`src/rtl/pwm_multi_if.sv`:
```
// pwm_multi_if: control/status bundle for the multi-channel PWM block.
// The master side drives enable, resolution, mode and duty writes; the
// slave side (pwm_multi) returns the PWM outputs and the period marker.
interface pwm_multi_if #(
    parameter int CHANNELS = 4,
    parameter int WIDTH    = 8
);
    localparam int BW = $clog2(WIDTH + 1);
    localparam int CW = (CHANNELS > 1) ? $clog2(CHANNELS) : 1;

    logic                ena;
    logic [BW-1:0]       bits;
    logic                center;
    logic                wr_en;
    logic [CW-1:0]       wr_ch;
    logic [WIDTH-1:0]    wr_duty;
    logic [CHANNELS-1:0] pwm_out;
    logic                period_start;

    modport master (
        output ena, bits, center, wr_en, wr_ch, wr_duty,
        input  pwm_out, period_start
    );

    modport slave (
        input  ena, bits, center, wr_en, wr_ch, wr_duty,
        output pwm_out, period_start
    );
endinterface

```
`src/rtl/pwm_multi.sv`:
```
// pwm_multi: CHANNELS independent PWM outputs sharing one period counter.
// Run-time resolution (clamped to 1..WIDTH bits), double-buffered duty
// registers that swap only at a period boundary, registered outputs.
// Optional feature macro: PWM_CENTER_EN enables center-aligned up/down
// counting via the center input; without it the block is edge mode only.
module pwm_multi #(
    parameter int CHANNELS = 4,
    parameter int WIDTH    = 8
) (
    input  logic       clk,
    input  logic       rst_n,
    pwm_multi_if.slave bus
);
    localparam int BW = $clog2(WIDTH + 1);

    // Effective resolution: 0 and 1 both mean 1 bit, anything above WIDTH is WIDTH.
    logic [BW-1:0] eff_bits;

    // Resolution clamp.
    always_comb begin
        if (bus.bits <= BW'(1)) begin
            eff_bits = BW'(1);
        end else if (bus.bits > BW'(WIDTH)) begin
            eff_bits = BW'(WIDTH);
        end else begin
            eff_bits = bus.bits;
        end
    end

    // Top count value M = 2^eff_bits - 1; span needs one extra bit for eff_bits == WIDTH.
    logic [WIDTH:0]   span;
    logic [WIDTH-1:0] cnt_max;
    assign span    = {{WIDTH{1'b0}}, 1'b1} << eff_bits;
    assign cnt_max = WIDTH'(span - 1'b1);

    // Configuration word compared against its registered copy to detect a change.
`ifdef PWM_CENTER_EN
    localparam int CFGW = BW + 1;
    logic [CFGW-1:0] cfg_next;
    assign cfg_next = {bus.center, eff_bits};
`else
    localparam int CFGW = BW;
    logic [CFGW-1:0] cfg_next;
    assign cfg_next = eff_bits;
    // The mode input has no function in the edge-only build.
    logic unused_center;
    assign unused_center = bus.center;
`endif

    logic [CFGW-1:0]     cfg_q_reg;
    logic [WIDTH-1:0]    cnt_reg;
    logic [WIDTH-1:0]    cnt_next;
    logic                period_start_reg;
    logic                dir_up;
    logic                reconfig;
    logic                boundary;
    logic                load_act;
    logic                wr_valid;
    logic [CHANNELS-1:0] pwm_bits;

    assign reconfig = (cfg_next != cfg_q_reg);
    // A boundary is the first upward cycle at cnt == 0.
    assign boundary = (cnt_reg == '0) && dir_up;
    // A reconfiguration suppresses the active-duty swap; it happens at the next boundary instead.
    assign load_act = bus.ena && !reconfig && boundary;
    assign wr_valid = bus.wr_en && (int'(bus.wr_ch) < CHANNELS);

`ifdef PWM_CENTER_EN
    typedef enum logic {
        DIR_DOWN = 1'b0,
        DIR_UP   = 1'b1
    } dir_t;

    dir_t dir_reg;
    dir_t dir_next;
    logic center_mode;

    assign center_mode = cfg_q_reg[BW];
    assign dir_up      = (dir_reg == DIR_UP);

    // Next count and direction: the ends (0 and M) each repeat once while dir flips.
    always_comb begin
        cnt_next = cnt_reg;
        dir_next = dir_reg;
        if (reconfig) begin
            cnt_next = '0;
            dir_next = DIR_UP;
        end else if (bus.ena) begin
            if (!center_mode) begin
                cnt_next = (cnt_reg == cnt_max) ? '0 : cnt_reg + 1'b1;
            end else if (dir_reg == DIR_UP) begin
                if (cnt_reg == cnt_max) begin
                    dir_next = DIR_DOWN;
                end else begin
                    cnt_next = cnt_reg + 1'b1;
                end
            end else begin
                if (cnt_reg == '0) begin
                    dir_next = DIR_UP;
                end else begin
                    cnt_next = cnt_reg - 1'b1;
                end
            end
        end
    end

    // Direction state register.
    always_ff @(posedge clk) begin
        if (!rst_n) begin
            dir_reg <= DIR_UP;
        end else begin
            dir_reg <= dir_next;
        end
    end
`else
    assign dir_up = 1'b1;

    // Next count: sawtooth 0..M, restart on reconfiguration, hold while disabled.
    always_comb begin
        cnt_next = cnt_reg;
        if (reconfig) begin
            cnt_next = '0;
        end else if (bus.ena) begin
            cnt_next = (cnt_reg == cnt_max) ? '0 : cnt_reg + 1'b1;
        end
    end
`endif

    // Shared counter register.
    always_ff @(posedge clk) begin
        if (!rst_n) begin
            cnt_reg <= '0;
        end else begin
            cnt_reg <= cnt_next;
        end
    end

    // Configuration snapshot and period marker; reset captures the live config so release is not a restart.
    always_ff @(posedge clk) begin
        cfg_q_reg <= cfg_next;
        if (!rst_n || reconfig || !bus.ena) begin
            period_start_reg <= 1'b0;
        end else begin
            period_start_reg <= boundary;
        end
    end

    genvar gi;
    generate
        for (gi = 0; gi < CHANNELS; gi++) begin : g_ch
            logic [WIDTH-1:0] sh_reg;
            logic [WIDTH-1:0] act_reg;
            logic             pwm_reg;
            logic             wr_hit;

            assign wr_hit = wr_valid && (int'(bus.wr_ch) == gi);

            // Shadow duty: written any time, even while disabled.
            always_ff @(posedge clk) begin
                if (!rst_n) begin
                    sh_reg <= '0;
                end else if (wr_hit) begin
                    sh_reg <= bus.wr_duty;
                end
            end

            // Active duty: swapped in at a boundary, with a same-cycle write passing straight through.
            always_ff @(posedge clk) begin
                if (!rst_n) begin
                    act_reg <= '0;
                end else if (load_act) begin
                    act_reg <= wr_hit ? bus.wr_duty : sh_reg;
                end
            end

            // Full-width compare of the current count against the active duty.
            always_ff @(posedge clk) begin
                if (!rst_n || reconfig) begin
                    pwm_reg <= 1'b0;
                end else begin
                    pwm_reg <= bus.ena && (cnt_reg < act_reg);
                end
            end

            assign pwm_bits[gi] = pwm_reg;
        end
    endgenerate

    assign bus.pwm_out      = pwm_bits;
    assign bus.period_start = period_start_reg;
endmodule

```
`src/flat_wrapper.sv`:
```
// flat-port wrapper written by rule: the top's interface ports become plain ports
module pwm_multi_flat 
#(
    parameter int CHANNELS = 4,
    parameter int WIDTH    = 8
)
  (clk, rst_n, bus_ena, bus_bits, bus_center, bus_wr_en, bus_wr_ch, bus_wr_duty, bus_pwm_out, bus_period_start);
  pwm_multi_if #(.CHANNELS(CHANNELS), .WIDTH(WIDTH)) bus_i ();
  input  logic clk;
  input  logic rst_n;
  input wire logic [$bits(bus_i.ena)-1:0] bus_ena;
  input wire logic [$bits(bus_i.bits)-1:0] bus_bits;
  input wire logic [$bits(bus_i.center)-1:0] bus_center;
  input wire logic [$bits(bus_i.wr_en)-1:0] bus_wr_en;
  input wire logic [$bits(bus_i.wr_ch)-1:0] bus_wr_ch;
  input wire logic [$bits(bus_i.wr_duty)-1:0] bus_wr_duty;
  output wire logic [$bits(bus_i.pwm_out)-1:0] bus_pwm_out;
  output wire logic [$bits(bus_i.period_start)-1:0] bus_period_start;
  assign bus_i.ena = bus_ena;
  assign bus_i.bits = bus_bits;
  assign bus_i.center = bus_center;
  assign bus_i.wr_en = bus_wr_en;
  assign bus_i.wr_ch = bus_wr_ch;
  assign bus_i.wr_duty = bus_wr_duty;
  assign bus_pwm_out = bus_i.pwm_out;
  assign bus_period_start = bus_i.period_start;
  pwm_multi #(.CHANNELS(CHANNELS), .WIDTH(WIDTH)) u_core (.clk(clk), .rst_n(rst_n), .bus(bus_i));
endmodule
```
`config.mk`:
```
export PLATFORM = sky130hd
export DESIGN_NAME = pwm_multi_flat
export DESIGN_NICKNAME = d
export VERILOG_FILES = /design/src/rtl/pwm_multi_if.sv /design/src/rtl/pwm_multi.sv /design/src/flat_wrapper.sv
export SDC_FILE = /design/constraint.sdc
export NUM_CORES = 1
export LEC_CHECK = 0
export BUFFER_PORTS_ARGS = -buffer_cell sky130_fd_sc_hd__buf_2
export CORE_UTILIZATION = 25
export DETAILED_ROUTE_END_ITERATION = 8
export PLACE_DENSITY_LB_ADDON = 0.15
export SYNTH_ARGS = -nofsm -noshare
export SYNTH_HDL_FRONTEND = slang
export SYNTH_SLANG_ARGS = --single-unit
```
`constraint.sdc`:
```
create_clock -name clk -period 2.5 [get_ports clk]
set_input_delay 0.25 -clock clk [delete_from_list [all_inputs] [get_ports clk]]
set_output_delay 0.25 -clock clk [all_outputs]
set_load 0.01 [all_outputs]
```
==> results.py <==
metrics = {
    "yosys": {
        "synth_compound_area_share_pct": 11.6,
        "synth.area.mux_share_pct": 7.67,
        "synth-seq-cells": 81,
        "synth_cell_type_count": 53,
        "synthSimpleGateAreaFrac_pct": 19.2,
        "synth_ff_type": "dfxtp_1",
        "ys_seq_area_share_pct": 38.8,
        "syn_area_um2": 4170,
        "yosys.area.top_type": "dfxtp_1",
        "syn_inst": 446,
        "synthArstFlopShare_pct": 0,
        "yosys-top-cells-area": "dfxtp_1, ha_1, mux2i_1, inv_1, nand2b_1",
        "synth_top_cell_area_share_pct": 38.8,
        "synth_top_family_by_area": "simple AND/OR/NAND/NOR gates",
        "syn-num-nets": 496,
        "synth_edf_count": 0,
        "yosysWarnings": 0,
        "synth-xor-area-share_pct": 2.73,
        "syn_avg_cell_area_um2": 9.36,
        "synth_fa_ha_area_share_pct": 9.29,
    },
    "place": {
        "placedCellCount": 666,
        "place_area_um2": 4440,
        "pre_cts_slack_ns": 0.175,
        "gp_congestion": 0.741,
        "port_buffers": 22,
        "place_hpwl_um": 6520,
    },
    "worst_hold_path": {
        "worstHoldPathCells": 3,
        "worstHoldStart": "rst_n",
        "min_path_type": "input port to flip-flop",
        "min_to": "u_core.g_ch[2].act_reg[0]",
    },
    "critical_path": {
        "worst-path-buf-inv": 0,
        "critPathMostFrequentCell": "a21o_1",
        "reg2reg_to": "u_core.g_ch[2].pwm_reg",
        "path_max_fanout": 5,
        "crit_type": "flip-flop to flip-flop",
        "path_cells": "ha_1 > a21o_1 > a21o_1 > a21oi_1 > nor2_1 > a2111oi_0",
        "crit_family": "compound AO/OA/AOI/OAI gates",
        "r2r-start": "u_core.cnt_reg[1]",
        "cpPeakStageDelay_ns": 0.49,
        "endpoint_kind": "flip-flop",
        "worstRegToRegCells": 6,
        "critical_path_arrival_ns": 2.23,
        "crit_required_ns": 2.68,
        "slowest_stage": "a2111oi_0",
        "r2r_slack_ns": 0.45,
        "worstSetupStartpointType": "flip-flop",
    },
    "sta": {
        "fin_hold_ws_ns": 0.253,
        "fin_setup_tns_ns": 0,
        "min_period_over_period_pct": 81.9,
        "fmax_mhz": 488,
        "hold_violations": 0,
        "setup_viol": 0,
        "rsz0062_at_grt": "no",
        "finalMaxSlewViolations": 0,
        "relSlewSlack_pct": 52.8,
        "tightest_slew_ns": 0.707,
        "finalClockSkew_ns": 0.00387,
        "setup_ws_ns": 0.452,
        "post-route-min-period_ns": 2.05,
    },
    "power_and_ir_drop": {
        "cellLeakagePower_nw": 2.12,
        "peakVddDrop_v": 0.000480,
        "power.total_mw": 2.88,
        "p_per_area_nw_per_um2": 608,
    },
    "cells_and_area": {
        "finalInstanceArea_um2": 4740,
        "area.growth.synth_to_final_pct": 13.5,
        "final_nets": 511,
        "drive_gt1_share_pct": 15.9,
        "utilization_pct": 29.4,
        "final_cell_mix": "dfxtp_1, inv_1, nand2b_1",
        "antennaDiodeCount": 0,
        "stdcell_count": 681,
        "final_common_cell": "dfxtp_1",
    },
    "die": {
        "rows": 46,
        "initial_utilization_pct": 25.9,
        "die_h_um": 131,
        "die_area_um2": 17200,
        "ioPinCount": 24,
        "core_um2": 16100,
        "die_w_um": 131,
    },
    "grt": {
        "grt.overflow.total": 0,
        "grt_antenna_before_repair": 0,
        "grtUsageTotal_pct": 11.5,
        "grt_pass1_wl_um": 15200,
        "grt_max_degree": 65,
        "grt_pass1_vias": 2805,
    },
    "detailed_routing": {
        "first_iter_violations": 129,
        "wl_per_cell_um": 13.7,
        "totalWireLength_um": 9310,
        "dr_total_vias": 2840,
        "ant_nets": 0,
        "first_pass_iters": 4,
        "avgViaCountPerCell": 4.17,
        "route.detailed.drc": 0,
    },
    "clocking": {
        "h-tree-depth": 3,
        "clock_latency_ns": 0.34,
        "cts_setup_buffers": 0,
        "clk_pin_slew_ns": 0.06,
        "cts_tree": "done",
        "root_buffer": "clkbuf_16",
        "holdBufCountCts": 0,
        "cts.repair.resized": 0,
        "cts_buffers": 9,
        "clock-sinks": 81,
        "clockBufferDepth": 2,
    },
    "outcome": {
        "status": "complete, no violations",
    },
    "run": {
        "maxCapViolations": 0,
    },
}
==> synthesized netlist by cell type, drive strengths merged (2+ instances only) <==
cell      n
o21ai    34
o21bai    2
a2111oi   3
nand2     7
clkbuf    6
a21o     15
inv      64
nand3b    2
nor3b     3
nor3     10
a21oi     8
and3      2
nand3    37
nand4     8
ha       31
xnor2    10
mux2i    32
nand2b   36
nor2b     4
and2      2
nor2      9
dfxtp    81
buf      22
xor2      3
==> worst reg2reg max path, cell delays in order, from the launching register on <==
cell	delay (ns)
dfxtp_1	0.48
ha_1	0.30
a21o_1	0.16
a21o_1	0.18
a21oi_1	0.23
nor2_1	0.06
a2111oi_0	0.49
==> cells by family (layout without fill, tap and decap cells) <==
group / after synthesis / count (layout)
simple gates: 126 / 126
buf+inv: 92 / 111
flops: 81 / 81
compound gates: 70 / 70
mux: 32 / 32
fa+ha+maj: 31 / 31
xor+xnor: 13 / 13
other cells: 1 / 1
==> per-layer routing <==
layer | routed length [um] | share of wire [%] | GRT usage, % | up-vias
li1 | - | - | - | 1520
met1 | 4930 | 53 | 16.2 | 1271
met2 | 3940 | 42 | 16.7 | 42
met3 | 323 | 3.5 | 3.32 | 7
met4 | 116 | 1.2 | 3.79 | 0
met5 | 0 | 0 | 0 | -
==> worst max path at each step <==
stage | from | end | slack [ns] | depth (start not counted)
CTS | u_core.cnt_reg[1] | u_core.g_ch[2].pwm_reg | 0.47 | 6
floorplan | bus_bits[2] | u_core.cnt_reg[2] | 0.28 | 10
finish | u_core.cnt_reg[1] | u_core.g_ch[2].pwm_reg | 0.45 | 6
detailed placement | bus_bits[2] | u_core.cnt_reg[3] | 0.17 | 9
global route | u_core.cnt_reg[1] | u_core.g_ch[2].pwm_reg | 0.32 | 6
global placement | bus_bits[2] | u_core.cnt_reg[7] | 0.21 | 9
==> cell type report <==
cell class | instances | area [um2]
Fill cell | 1756 | 11400
Multi-Input combinational cell | 273 | 2110
Sequential cell | 81 | 1620
Tap cell | 216 | 270
Clock buffer | 12 | 256
Inverter | 64 | 240
Timing Repair Buffer | 32 | 198
Clock inverter | 3 | 40.0
==> where the power goes <==
part	leakage (nW)	internal [mW]	total (mW)	switching [mW]
logic	1.32	0.0848	0.211	0.126
clock network	0.148	0.820	1.34	0.523
registers	0.656	1.32	1.33	0.00983
total	2.12	2.22	2.88	0.659
(Power assumes the default switching activity.)
